[config.mk]
export PLATFORM = sky130hd
export DESIGN_NAME = crossbar_scoreboard
export DESIGN_NICKNAME = d
export VERILOG_FILES = /design/src/rtl/crossbar_pkg.sv /design/src/rtl/sb_watchdog.sv /design/src/rtl/crossbar_scoreboard.sv
export SDC_FILE = /design/constraint.sdc
export NUM_CORES = 1
export LEC_CHECK = 0
export ABC_CLOCK_PERIOD_IN_PS = 3400
export BUFFER_PORTS_ARGS = -buffer_cell sky130_fd_sc_hd__buf_2
export CORE_AREA = 2 2 73 75
export DETAILED_ROUTE_END_ITERATION = 16
export DIE_AREA = 0 0 75 77
export GPL_ROUTABILITY_DRIVEN = 1
export GPL_TIMING_DRIVEN = 0
export PLACE_DENSITY = 0.79
export SETUP_SLACK_MARGIN = 0.15
export SYNTH_ARGS = -nofsm -noshare
export SYNTH_HDL_FRONTEND = slang
export SYNTH_SLANG_ARGS = --single-unit
[constraint.sdc]
create_clock -name clk -period 3.4 [get_ports clk]
set_input_delay 0.51 -clock clk [delete_from_list [all_inputs] [get_ports clk]]
set_output_delay 0.51 -clock clk [all_outputs]
set_load 0.05 [all_outputs]
[src/rtl/crossbar_pkg.sv]
// Shared state encoding, default index width and saturating increment for the scoreboard.
// Pure declarations: no latency, no flow control.
package crossbar_pkg;

  localparam int IDX_W_DEF = 10;

  typedef enum logic [1:0] {
    ST_IDLE = 2'd0,
    ST_RUN  = 2'd1,
    ST_DONE = 2'd2,
    ST_ERR  = 2'd3
  } sb_state_t;

  // Holds at 2**w-1 instead of wrapping; callers cast back to their counter width.
  function automatic logic [31:0] sat_inc(input logic [31:0] v, input int w);
    logic [31:0] max;
    max = (32'h1 << w) - 32'h1;
    return (v >= max) ? max : v + 32'h1;
  endfunction

endpackage

[src/rtl/sb_watchdog.sv]
// Idle-cycle watchdog: expired pulses combinationally on the TIMEOUT-th consecutive idle cycle.
// Clears whenever disabled or kicked; no backpressure.
module sb_watchdog #(
  parameter int TIMEOUT = 64
) (
  input  logic clk,
  input  logic rst,
  input  logic en,
  input  logic kick,
  output logic expired
);

  localparam int CW = $clog2(TIMEOUT + 1);

  logic [CW-1:0] cnt;

  assign expired = en && !kick && (cnt == CW'(TIMEOUT - 1));

  always_ff @(posedge clk or negedge rst) begin
    if (!rst) begin
      cnt <= '0;
    end else if (!en || kick) begin
      cnt <= '0;
    end else if (cnt != CW'(TIMEOUT)) begin
      cnt <= cnt + 1'b1;
    end
  end

endmodule

[src/rtl/crossbar_scoreboard.sv]
// Scoreboard for crossbar driver results: counts, first miss, watchdog, verdict 1 cycle after last result.
// No backpressure (one result per pulse); SCOREBOARD_STOP_ON_MISS_EN ends a run at its first miss.
module crossbar_scoreboard
  import crossbar_pkg::*;
#(
  parameter int NUM_VECTORS = 1024,
  parameter int IDX_W       = IDX_W_DEF,
  parameter int CNT_W       = 11,
  parameter int TIMEOUT     = 64
) (
  input  logic             clk,
  input  logic             rst,
  input  logic             start,
  input  logic             clear,
  input  logic             hit,
  input  logic             miss,
  output logic             busy,
  output logic             done,
  output logic             pass,
  output logic [CNT_W-1:0] hit_cnt,
  output logic [CNT_W-1:0] miss_cnt,
  output logic             first_miss_vld,
  output logic [IDX_W-1:0] first_miss_idx,
  output logic             proto_err,
  output logic             timeout
);

  sb_state_t state, state_nxt;

  logic           in_run, res_vld, both, last, stop_miss, enter_run, wd_expired;
  logic [CNT_W:0] total;

  assign in_run    = (state == ST_RUN);
  assign both      = in_run && hit && miss;
  assign res_vld   = in_run && (hit ^ miss);
  assign total     = {1'b0, hit_cnt} + {1'b0, miss_cnt};
  assign last      = res_vld && (total == (CNT_W + 1)'(NUM_VECTORS - 1));
  assign enter_run = start && !clear && !in_run;
`ifdef SCOREBOARD_STOP_ON_MISS_EN
  assign stop_miss = res_vld && miss;
`else
  assign stop_miss = 1'b0;
`endif

  assign busy = in_run;
  assign done = (state == ST_DONE);

  sb_watchdog #(.TIMEOUT(TIMEOUT)) u_watchdog (
    .clk     (clk),
    .rst     (rst),
    .en      (in_run),
    .kick    (hit || miss),
    .expired (wd_expired)
  );

  always_ff @(posedge clk or negedge rst) begin
    if (!rst) state <= ST_IDLE;
    else      state <= state_nxt;
  end

  always_comb begin
    state_nxt = state;
    if (clear) begin
      state_nxt = ST_IDLE;
    end else begin
      case (state)
        ST_RUN: begin
          if (both)                    state_nxt = ST_ERR;
          else if (last || stop_miss)  state_nxt = ST_DONE;
          else if (wd_expired)         state_nxt = ST_ERR;
        end
        default: if (start) state_nxt = ST_RUN;
      endcase
    end
  end

  always_ff @(posedge clk or negedge rst) begin
    if (!rst) begin
      hit_cnt        <= '0;
      miss_cnt       <= '0;
      first_miss_vld <= 1'b0;
      first_miss_idx <= '0;
      proto_err      <= 1'b0;
      timeout        <= 1'b0;
      pass           <= 1'b0;
    end else if (clear || enter_run) begin
      hit_cnt        <= '0;
      miss_cnt       <= '0;
      first_miss_vld <= 1'b0;
      first_miss_idx <= '0;
      proto_err      <= 1'b0;
      timeout        <= 1'b0;
      pass           <= 1'b0;
    end else if (in_run) begin
      if (both) begin
        proto_err <= 1'b1;
      end else if (res_vld) begin
        if (hit) begin
          hit_cnt <= CNT_W'(sat_inc(32'(hit_cnt), CNT_W));
        end else begin
          miss_cnt <= CNT_W'(sat_inc(32'(miss_cnt), CNT_W));
          if (!first_miss_vld) begin
            first_miss_vld <= 1'b1;
            first_miss_idx <= total[IDX_W-1:0];
          end
        end
        // Verdict is latched together with the final count.
        if (last || stop_miss) pass <= hit && (miss_cnt == '0);
      end else if (wd_expired) begin
        timeout <= 1'b1;
      end
    end
  end

endmodule

Yosys cells after proc, flatten, opt, wreduce, memory -nomap -nowiden
Cells that the tools add are included.
W data, S select, Z words.

word-level totals
  input port bits = 6
  output and inout bits = 38
  register bits after elaboration = 45
  word-level logic and storage cells = 101

cells by class
  eq/ne operators = 10
  multiplexer cells = 44
  reductions and logical operators = 31
  order comparisons = 2
  bitwise gates (word level) = 1
  add/subtract/negate cells = 4

operator list
  cell                     count
  $mux W11                 12
  $mux W10                 6
  $add A11 B1 Y11 const B  2
  $ge A11 B11 Y1 const B   2
  $mux W1                  18
  $reduce_and A4 Y1        4
  $mux W7                  2
  $reduce_bool A2 Y1       7
  $add A11 B11 Y12         1
  $eq A12 B10 Y1 const B   1
  $mux W2                  6
  $logic_not A11 Y1        1
  $logic_and A1 B1 Y1      9
  $ne A2 B1 Y1 const B     4
  $add A7 B1 Y7 const B    1
  $eq A7 B6 Y1 const B     1
  $ne A7 B7 Y1 const B     1
  $ne A5 B2 Y1 const B     1
  $reduce_and A5 Y1        1
  $reduce_and A2 Y1        2
  $logic_not A1 Y1         3
  $logic_or A1 B1 Y1       3
  $reduce_bool A3 Y1       1
  $eq A2 B1 Y1 const B     1
  2 further kinds          2

Logic depth before layout (Yosys ltp)
Gate-level depths: netlist of the first run.

  depth in word-level cells = 9
  gate-level depth with buffers = 9
  gate-level depth less buffers = 9

Cells and area by module
Synthesis of the first run repeated with hierarchy kept, for this count alone.

second synthesis, totals
  cells, all modules = 322
  area total of the unflattened synthesis = 2972.9 µm²

modules (own cells, without submodules)
  module               seq. area each (µm²)  instances  cells each  area an instance (µm²)
  crossbar_scoreboard  950.9                 1          282         2575.0
  sb_watchdog          175.2                 1          40          397.9

Least setup slack after synthesis of the first run
Ideal clock, no wire load.

  path type = flip-flop to flip-flop
  start point = register miss_cnt[0]
  end point = register pass
  buffers on the path = 0
  library setup time = 0.079 ns
  data required time = 3.321 ns
  period minus slack after synthesis = 2.943 ns
  setup slack = 0.457 ns
  stages on the path, launching flop included = 10
  arrival time = 2.863 ns
  cells stage by stage = dfrtp_1 ha_1 inv_1 fa_1 nand2b_2 a211oi_2 o21ai_0 a2111o_1 nor4_2 mux2i_1

on the way
  cells in the longest elaborated chain, start to end = 7
  elaborated cells between the ends (all ways) = 12
  classes of those cells = add/sub: 1; eq/ne: 1; mux: 5; reduce/logical: 5

RTL lines
  item                                                      line                        text
  start, declared                                           crossbar_scoreboard.sv:21   output logic [CNT_W-1:0] miss_cnt,
  start signal, assigned                                    crossbar_scoreboard.sv:101  miss_cnt <= CNT_W'(sat_inc(32'(miss_cnt), CNT_W));
  branches (longest 7 deep; another with $add A11 B11 Y12)  -
  end signal, assigned                                      crossbar_scoreboard.sv:108  if (last || stop_miss) pass <= hit && (miss_cnt == '0);
  end, declared                                             crossbar_scoreboard.sv:19   output logic pass,

Several ways; the timed one is not identified. The select of a mux whose other input is x is not followed.
A chain may end at the register's enable or synchronous reset.

Worst setup path after layout of the first run
Ends and elaborated chain as after synthesis.

==> impl_metrics.py, run 1 <==
metrics = {
    "routing": {
        "route.met2.wl_mm": 3.34,
        "ant_nets": 0,
        "drc": 0,
        "wl_met3_um": 579,
        "first_pass_iters": 4,
        "wirelength_mm": 6.95,
        "wl_per_cell_um": 16.1,
        "vias_per_cell": 6.08,
        "wl_met1_mm": 2.93,
        "drt-initial-drc-count": 188,
        "vias": 2619,
        "top_layer": "met4",
    },
    "placed_design": {
        "place_area_mm2": 0.00305,
        "numPortBuffers": 43,
        "dp_cells": 424,
        "gp_congestion": 0.928,
        "place_ws_ns": 0.456,
        "dpl.hpwl_mm": 5.09,
    },
    "sta": {
        "fin_crit_ns": 3.03,
        "rsz0062_at_grt": "no",
        "slew_headroom": 0.332,
        "fin_worst_skew_ns": 0.00655,
        "hold_viol_final": 0,
        "fin_crit_sh": 0.891,
        "finalSetupViolations": 0,
        "slew_violations": 0,
        "tightestPinTransition_ns": 1.00,
        "fin_ws_ns": 0.370,
        "tns_ns": 0,
        "fmax_ghz": 0.330,
    },
    "synthesis": {
        "synth_xor_xnor_area_share": 0.0319,
        "async_flop_share": 1.00,
        "syn-num-nets": 335,
        "synthCells": 311,
        "yosysWarnings": 0,
        "synthFlopType": "dfrtp_1",
        "yosysUniqueCellTypes": 47,
        "syn_area_mm2": 0.00274,
        "muxShareOfSynthArea": 0.00730,
        "synth_compound_area_frac": 0.175,
        "avgSynthCellArea_um2": 8.82,
        "synth_fa_ha_area_frac": 0.0849,
        "synth_top_family_by_area": "simple AND/OR/NAND/NOR gates",
        "ys_seq_area_frac": 0.411,
        "synth_enable_flop_cells": 0,
        "synthSimpleGateAreaFrac": 0.259,
        "synth-seq-cells": 45,
    },
    "die": {
        "core_area_mm2": 0.00498,
        "pin_count": 44,
        "floorplan.rows": 26,
        "die-area_mm2": 0.00578,
        "start_util": 0.551,
        "die_x_um": 75,
        "dieHeight_um": 77,
    },
    "final_layout": {
        "fin_util": 0.629,
        "final_nets": 385,
        "layout.cells.non_filler": 431,
        "n_antenna_cell": 0,
        "drive_gt1_frac": 0.152,
        "area_growth_pct": 14.2,
        "final_area_mm2": 0.00313,
    },
    "pwr": {
        "ir_worst_vdd_mv": 0.230,
        "powerDensity_mw_per_mm2": 307,
        "p_leak_nw": 1.46,
    },
    "clock_network": {
        "cts_hold_buffers": 0,
        "cts_tree": "yes",
        "h-tree-depth": 2,
        "cts_root_buffer": "clkbuf_8",
        "clk_pin_slew_ns": 0.08,
        "cts_setup_buffers": 0,
        "clockBufferDepth": 2,
        "numCtsBuffers": 5,
        "cts_resized": 0,
        "cts.sinks": 45,
        "clock_latency_ns": 0.30,
    },
    "setup_path": {
        "path_cells": "ha_1, inv_1, fa_1, nand2b_2, a211oi_2, o21ai_0, a2111o_1, nor4_2, mux2i_1",
        "required_ns": 3.62,
        "critPathBufInv": 1,
        "path_max_fanout": 7,
        "cpPeakStageDelay_ns": 0.48,
        "slowest_stage": "dfrtp_1",
        "start_kind": "flip-flop",
        "cp-end-kind": "flip-flop",
        "cp.arrival_ns": 3.25,
        "path_class": "reg2reg",
        "crit_family": "compound AO/OA/AOI/OAI gates",
    },
    "global_route": {
        "grt_max_degree": 46,
        "antenna_found_initial": 0,
        "grtUsageTotal": 0.260,
        "grt_pass1_vias": 2390,
        "grt.overflow.total": 0,
        "grt_pass1_wl_mm": 11.6,
    },
    "run_status": {
        "outcome": "completed",
    },
    "flow_run": {
        "maxCapViolCount": 0,
    },
    "min_path": {
        "hold_path_class": "in2async",
    },
}
-- layer usage --
| layer | GRT usage | vias to the layer above |
|---|---|---|
| li1 | - | 1241 |
| met2 | 0.405 | 103 |
| met4 | 0.0893 | 0 |
| met3 | 0.0526 | 12 |
| met5 | 0 | - |
| met1 | 0.355 | 1263 |
-- power breakdown --
part	internal [mW]	total [mW]	switching, mW
sequential	0.539	0.543	0.00437
clock	0.161	0.339	0.177
combinational	0.0177	0.0800	0.0623
-- synthesized netlist by cell type (2+ instances only) --
master | instances | share of area
a2111o_1 | 2 | 0.0082
a211oi_1 | 5 | 0.014
a21o_1 | 2 | 0.0055
a21oi_1 | 29 | 0.053
a311oi_1 | 5 | 0.016
a31oi_1 | 8 | 0.018
and3_1 | 6 | 0.014
and4_1 | 2 | 0.0064
clkbuf_1 | 7 | 0.0096
dfrtp_1 | 45 | 0.41
ha_1 | 17 | 0.078
inv_1 | 12 | 0.016
mux2i_1 | 2 | 0.0073
nand2_1 | 25 | 0.034
nand2b_1 | 7 | 0.016
nand3_1 | 12 | 0.022
nand3b_1 | 3 | 0.0082
nand4_1 | 5 | 0.011
nand4b_1 | 2 | 0.0064
nor2_1 | 42 | 0.057
nor2b_1 | 4 | 0.0091
nor3_1 | 15 | 0.027
nor3b_1 | 2 | 0.0055
nor4_1 | 4 | 0.0091
nor4b_1 | 3 | 0.0096
o21a_1 | 3 | 0.0082
o21ai_0 | 12 | 0.022
o21ai_1 | 2 | 0.0036
or4b_1 | 2 | 0.0073
xnor2_1 | 5 | 0.016
xor2_1 | 5 | 0.016
-- cell type report --
| type | count | area (um^2) |
|---|---|---|
| Fill cell | 457 | 1850 |
| Buffer | 8 | 37.5 |
| Tap cell | 70 | 87.6 |
| Multi-Input combinational cell | 245 | 1530 |
| Timing Repair Buffer | 43 | 215 |
| Inverter | 13 | 48.8 |
| Clock buffer | 7 | 86.3 |
| Sequential cell | 45 | 1130 |
-- worst paths after layout --
check / start / endpoint / slack, ns / cells after the start
hold / removal: rst / u_watchdog.cnt[3] / 0.37 / 1
max in group asynchronous: rst / first_miss_idx[9] / 2.41 / 1
setup / recovery: miss_cnt[0] / pass / 0.37 / 9
hold reg to reg: proto_err / proto_err / 0.50 / 2
min in group clk: clear / state[1] / 0.41 / 2
setup reg to reg: miss_cnt[0] / pass / 0.37 / 9
-- cell families after synthesis --
family / Yosys count
DFF: 45
AOI/OAI and AO/OA: 76
xor gates and xnor gates: 10
muxes: 2
and+or+nand+nor: 139
adders and majority gates: 18
buffers and inverters: 21
-- sequential cells by signal, summed over array words and instances (netlist names) --
| signal | count |
|---|---|
| hit_cnt | 11 |
| miss_cnt | 11 |
| first_miss_vld | 1 |
| state | 2 |
| proto_err | 1 |
| u_watchdog.cnt | 7 |
| pass | 1 |
| timeout | 1 |
| first_miss_idx | 10 |
-- cell usage in the layout, fill, tap and decap left out, types with 6 or more instances in the layout --
cell type,n
dfrtp_1,45
buf_2,43
nor2_1,42
a21oi_1,29
nand2_1,25
ha_1,17
nor3_1,15
inv_1,12
nand3_1,12
o21ai_0,12
clkbuf_1,8
a31oi_1,8
nand2b_1,7
and3_1,6
clkbuf_8,6
-- metrics by stage --
step	total power [mW]	hold WS, ns
2_1_floorplan	0.600	0.214
5_1_grt	1.00	0.419
3_5_place_dp	0.634	0.483
3_3_place_gp	0.632	0.481
4_1_cts	0.965	0.398
6_report	0.962	0.371
(Power assumes the default switching activity.)
==> run 2, diff against run 1 <==
--- a/config.mk
+++ b/config.mk
@@ -7,12 +7,12 @@
 export LEC_CHECK = 0
 export ABC_CLOCK_PERIOD_IN_PS = 3400
 export BUFFER_PORTS_ARGS = -buffer_cell sky130_fd_sc_hd__buf_2
-export CORE_AREA = 2 2 73 75
+export CORE_AREA = 2 2 82 84
 export DETAILED_ROUTE_END_ITERATION = 16
-export DIE_AREA = 0 0 75 77
+export DIE_AREA = 0 0 84 86
 export GPL_ROUTABILITY_DRIVEN = 1
 export GPL_TIMING_DRIVEN = 0
-export PLACE_DENSITY = 0.79
+export PLACE_DENSITY = 0.65
 export SETUP_SLACK_MARGIN = 0.15
 export SYNTH_ARGS = -nofsm -noshare
 export SYNTH_HDL_FRONTEND = slang
==> run 2 against run 1 <==
  * Via count is 4.2% lower
  * Clock power up 17%
  * Sequential cell count unchanged
  * Sequential share of layout area fell by 0.30 points
  * Sequential power hardly changed
  * Global-route usage decreased by 5.7 points
  * Routed wire length shrank 2.4%
  * Total power rose by 5.8%
  * Critical path type unchanged
  * Highest routed layer unchanged
==> impl_metrics.py, run 2 (synthesis results as in run 1) <==
metrics = {
    "run_status": {
        "outcome": "completed",
    },
    "sta": {
        "fin_crit_sh": 0.872,
        "tns_ns": 0,
        "hold_viol_final": 0,
        "fin_crit_ns": 2.96,
        "fmax_ghz": 0.337,
        "fin_worst_skew_ns": 0.00774,
        "finalSetupViolations": 0,
        "slew_headroom": 0.340,
        "tightestPinTransition_ns": 0.990,
        "slew_violations": 0,
        "rsz0062_at_grt": "no",
    },
    "die": {
        "dieHeight_um": 86,
        "start_util": 0.437,
        "die-area_mm2": 0.00722,
        "pin_count": 44,
        "core_area_mm2": 0.00628,
        "die_x_um": 84,
        "floorplan.rows": 29,
    },
    "routing": {
        "vias_per_cell": 5.73,
        "first_pass_iters": 4,
        "wirelength_mm": 6.79,
        "drt-initial-drc-count": 115,
        "drc": 0,
        "vias": 2510,
        "wl_per_cell_um": 15.5,
        "ant_nets": 0,
    },
    "global_route": {
        "grt_pass1_wl_mm": 11.7,
        "grt_pass1_vias": 2346,
        "antenna_found_initial": 0,
        "grtUsageTotal": 0.202,
        "grt_max_degree": 46,
        "grt.overflow.total": 0,
    },
    "placed_design": {
        "gp_congestion": 0.854,
        "numPortBuffers": 43,
        "place_area_mm2": 0.00305,
        "dpl.hpwl_mm": 5.13,
    },
    "clock_network": {
        "cts_resized": 0,
        "cts_setup_buffers": 0,
        "clockBufferDepth": 2,
        "cts.sinks": 45,
        "clock_latency_ns": 0.30,
        "cts_tree": "yes",
        "cts_root_buffer": "clkbuf_8",
        "h-tree-depth": 2,
        "numCtsBuffers": 5,
        "clk_pin_slew_ns": 0.09,
        "cts_hold_buffers": 0,
    },
    "final_layout": {
        "n_antenna_cell": 0,
        "final_nets": 385,
        "mostFrequentLayoutCell": "dfrtp_1",
        "top_regs": "hit_cnt: 11 flops, miss_cnt: 11 flops, first_miss_idx: 10 flops",
        "drive_gt1_frac": 0.155,
        "area_growth_pct": 15.1,
        "final_area_mm2": 0.00316,
        "final_cell_mix": "45 x dfrtp_1, 43 x buf_2, 42 x nor2_1",
    },
    "setup_path": {
        "path_class": "reg2reg",
        "rr_endpoint": "pass",
        "reg2reg_slack_ns": 0.44,
        "start_kind": "flip-flop",
        "required_ns": 3.63,
        "path_max_fanout": 7,
        "r2r-start": "miss_cnt[0]",
        "cp-end-kind": "flip-flop",
        "crit_start": "miss_cnt[0]",
        "worstRegToRegCells": 9,
        "cp.arrival_ns": 3.19,
    },
    "pwr": {
        "ir_worst_vdd_mv": 0.160,
        "p_leak_nw": 1.47,
        "powerDensity_mw_per_mm2": 322,
    },
    "min_path": {
        "hold_path_class": "in2async",
    },
    "flow_run": {
        "maxCapViolCount": 0,
    },
}
-- run 2: worst max path at each step --
stage	cells past startpoint	endpoint
final	9	pass
after global routing	9	pass
after CTS	9	pass
after detailed placement	9	pass
after global placement	9	pass
after floorplan	9	pass
-- run 2: metal layers --
layer  track usage  vias up  wire, um
li1              -     1233         -
met4        0.0894        0       167
met5             0        -         0
met1         0.283     1195      3140
met3        0.0366       12       392
met2         0.309       70      3090
-- run 2: critical path, stage by stage (launching register included) --
cell and delay [ns]:
dfrtp_1 0.47, ha_1 0.22, inv_1 0.06, fa_1 0.40
nand2b_2 0.22, a211oi_2 0.30, o21ai_0 0.17, a2111o_1 0.43
nor4_2 0.41, mux2i_1 0.22
-- run 2: area by class of cell --
| class | count | area (um^2) |
|---|---|---|
| buffer | 8 | 37.5 |
| sequential | 45 | 1130 |
| timing repair buffer | 43 | 215 |
| tap | 77 | 96.3 |
| fill | 612 | 3120 |
| clock inverter | 2 | 35.0 |
| clock buffer | 5 | 68.8 |
| inverter | 13 | 48.8 |
| multi-input combinational | 245 | 1530 |
-- run 2: report_power, final --
part | total [mW] | switching [mW] | internal (mW)
Sequential | 0.543 | 0.00414 | 0.539
Clock | 0.395 | 0.181 | 0.214
Combinational | 0.0798 | 0.0621 | 0.0176
-- run 2: metrics by stage --
stage	hold WS (ns)	utilization	power, mW	setup slack (ns)	cells
finish	0.377	0.503	1.02	0.436	438
global route	0.398	0.503	1.06	0.210	438
CTS	0.396	0.503	1.03	0.446	438
detailed placement	0.488	0.487	0.635	0.487	431
global placement	0.481	0.487	0.635	0.487	431
floorplan	0.214	-	0.600	0.457	311
==> run 3, diff against run 2 <==
--- a/config.mk
+++ b/config.mk
@@ -6,13 +6,13 @@
 export NUM_CORES = 1
 export LEC_CHECK = 0
 export ABC_CLOCK_PERIOD_IN_PS = 3400
-export BUFFER_PORTS_ARGS = -buffer_cell sky130_fd_sc_hd__buf_2
 export CORE_AREA = 2 2 82 84
 export DETAILED_ROUTE_END_ITERATION = 16
 export DIE_AREA = 0 0 84 86
+export DONT_BUFFER_PORTS = 1
 export GPL_ROUTABILITY_DRIVEN = 1
 export GPL_TIMING_DRIVEN = 0
-export PLACE_DENSITY = 0.65
+export PLACE_DENSITY = 0.59
 export SETUP_SLACK_MARGIN = 0.15
 export SYNTH_ARGS = -nofsm -noshare
 export SYNTH_HDL_FRONTEND = slang
==> run 3 against run 2 <==
  * Sequential power is 2% higher
  * Sequential cell count stayed put
  * Via count is 7.2% lower
  * Setup slack worse by 0.080 ns
  * Core utilization is 2.5 points lower
  * Worst hold slack worse by 0.33 ns
  * Register-to-register slack worse by 0.08 ns
  * Maximum frequency is 2.6% lower
  * Largest power group unchanged
  * Total power is 2.9% higher
==> impl_metrics.py, run 3 (synthesis results as in run 1) <==
metrics = {
    "global_route": {
        "grt_pass1_wl_mm": 11.7,
        "antenna_found_initial": 0,
        "grt_max_degree": 46,
        "grt_pass1_vias": 2338,
        "grt.overflow.total": 0,
        "grtUsageTotal": 0.204,
    },
    "setup_path": {
        "crit_family": "compound AO/OA/AOI/OAI gates",
        "critPathBufInv": 1,
        "worstRegToRegCells": 9,
        "start_kind": "flip-flop",
        "crit_start": "miss_cnt[0]",
        "cp-end-kind": "flip-flop",
        "path_class": "reg2reg",
        "rr_endpoint": "pass",
        "cpPeakStageDelay_ns": 0.56,
        "path_max_fanout": 7,
        "path_cells": "ha_1, inv_1, fa_1, nand2b_2, a211oi_2, o21ai_0, a2111o_1, nor4_4, mux2i_1",
        "reg2reg_slack_ns": 0.36,
        "required_ns": 3.63,
        "r2r-start": "miss_cnt[0]",
        "cp.arrival_ns": 3.27,
        "slowest_stage": "dfrtp_4",
        "cp-endpoint": "pass",
        "crit_cells": 9,
    },
    "sta": {
        "finalSetupViolations": 0,
        "slew_violations": 0,
        "hold_viol_final": 0,
        "tightestPinTransition_ns": 0.930,
        "fin_crit_ns": 3.04,
        "tns_ns": 0,
        "worst_hold_slack_ns": 0.0429,
        "fin_worst_skew_ns": 0.00550,
        "fin_crit_sh": 0.895,
        "fmax_ghz": 0.329,
        "slew_headroom": 0.379,
        "rsz0062_at_grt": "no",
    },
    "die": {
        "floorplan.rows": 29,
        "die-area_mm2": 0.00722,
        "dieHeight_um": 86,
        "core_area_mm2": 0.00628,
        "die_x_um": 84,
        "pin_count": 44,
        "start_util": 0.437,
    },
    "final_layout": {
        "final_area_mm2": 0.00300,
        "n_antenna_cell": 0,
        "final_cell_mix": "42 x nor2_1, 41 x dfrtp_1, 29 x a21oi_1",
        "area_growth_pct": 9.44,
        "num-fill-cells": 634,
        "final_nets": 343,
        "drive_gt1_frac": 0.0563,
        "top_regs": "hit_cnt: 11 flops, miss_cnt: 11 flops, first_miss_idx: 10 flops",
        "mostFrequentLayoutCell": "nor2_1",
    },
    "pwr": {
        "internal_power_uw": 795,
        "total_power_mw": 1.05,
        "p_leak_nw": 1.27,
        "power.switching_uw": 251,
        "powerDensity_mw_per_mm2": 349,
        "pwr-share-comb": 0.064,
        "p_clk_frac": 0.407,
        "ir_worst_vdd_mv": 0.194,
        "seq_power_share": 0.528,
        "switching_share": 0.240,
    },
    "routing": {
        "wl_met1_mm": 3.33,
        "wl_met3_um": 410,
        "vias_per_cell": 5.87,
        "drt-initial-drc-count": 92,
        "wl_per_cell_um": 17.9,
        "wirelength_mm": 7.10,
        "top_layer": "met4",
        "route.met2.wl_mm": 3.26,
        "vias": 2329,
        "ant_nets": 0,
        "first_pass_iters": 4,
        "drc": 0,
    },
    "placed_design": {
        "gp_congestion": 0.853,
        "place_area_mm2": 0.00284,
        "numPortBuffers": 0,
        "dpl.hpwl_mm": 5.21,
    },
    "clock_network": {
        "clock_latency_ns": 0.30,
        "numCtsBuffers": 5,
        "h-tree-depth": 2,
        "cts_tree": "yes",
        "cts_root_buffer": "clkbuf_8",
        "clk_pin_slew_ns": 0.09,
        "clockBufferDepth": 2,
        "cts.sinks": 45,
    },
    "min_path": {
        "hold_path_class": "in2async",
    },
    "run_status": {
        "outcome": "completed",
    },
    "flow_run": {
        "maxCapViolCount": 0,
    },
}
## run 3: stage by stage
stage | worst slack, ns | cells | utilization
final | 0.356 | 397 | 0.478
after global routing | 0.214 | 397 | 0.478
after CTS | 0.191 | 397 | 0.476
after detailed placement | 0.101 | 388 | 0.452
after global placement | 0.105 | 388 | 0.452
after floorplan | 0.457 | 311 | -
## run 3: worst min path at each step
stage                     start           endpoint  slack, ns  cells past startpoint
final                       rst  u_watchdog.cnt[2]       0.04                      1
after CTS                   rst         hit_cnt[6]       0.05                      1
after detailed placement    rst  u_watchdog.cnt[3]       0.22                      0
after global placement      rst  u_watchdog.cnt[3]       0.22                      0
after global routing        rst         hit_cnt[6]       0.05                      1
after floorplan             rst  first_miss_idx[0]       0.21                      0
## run 3: worst reg2reg max path, cell delays in order, from the launching register on
cell and delay, ns:
dfrtp_4 0.56, ha_1 0.23, inv_1 0.06, fa_1 0.40
nand2b_2 0.22, a211oi_2 0.28, o21ai_0 0.17, a2111o_1 0.44
nor4_4 0.37, mux2i_1 0.24
## run 3: timing repair
action | 4_1_cts | 5_1_grt
buffers inserted | 0 | 0
resized for setup | 2 | 5
hold buffers | 1 | 0
hold endpoints to repair | 45 | 0
gates cloned | 0 | 0
setup endpoints to repair | 2 | 3
pin swaps | 0 | 0
## run 3: layer usage
| metal | up-vias | GRT usage |
|---|---|---|
| li1 | 1153 | - |
| met1 | 1120 | 0.263 |
| met2 | 49 | 0.347 |
| met3 | 7 | 0.0481 |
| met4 | 0 | 0.0528 |
| met5 | - | 0 |
## run 3: power groups by stage
stage | Combinational, mW | Clock (mW) | Sequential (mW)
6_report | 0.0671 | 0.427 | 0.553
3_3_place_gp | 0.0534 | 0 | 0.564
2_1_floorplan | 0.0379 | 0 | 0.562
4_1_cts | 0.0685 | 0.434 | 0.553
3_5_place_dp | 0.0537 | 0 | 0.564
5_1_grt | 0.0764 | 0.460 | 0.554
## run 3: cell type report
class                   instances  area [um^2]  share of cell area
flip-flops and latches         45         1140               0.378
inverters                      13         48.8              0.0163
repair buffers                  1         27.5             0.00917
well taps                      77         96.3              0.0321
clock buffers                   7         86.3              0.0288
multi-input cells             245         1540               0.513
clock inverters                 1         30.0              0.0100
plain buffers                   8         37.5              0.0125
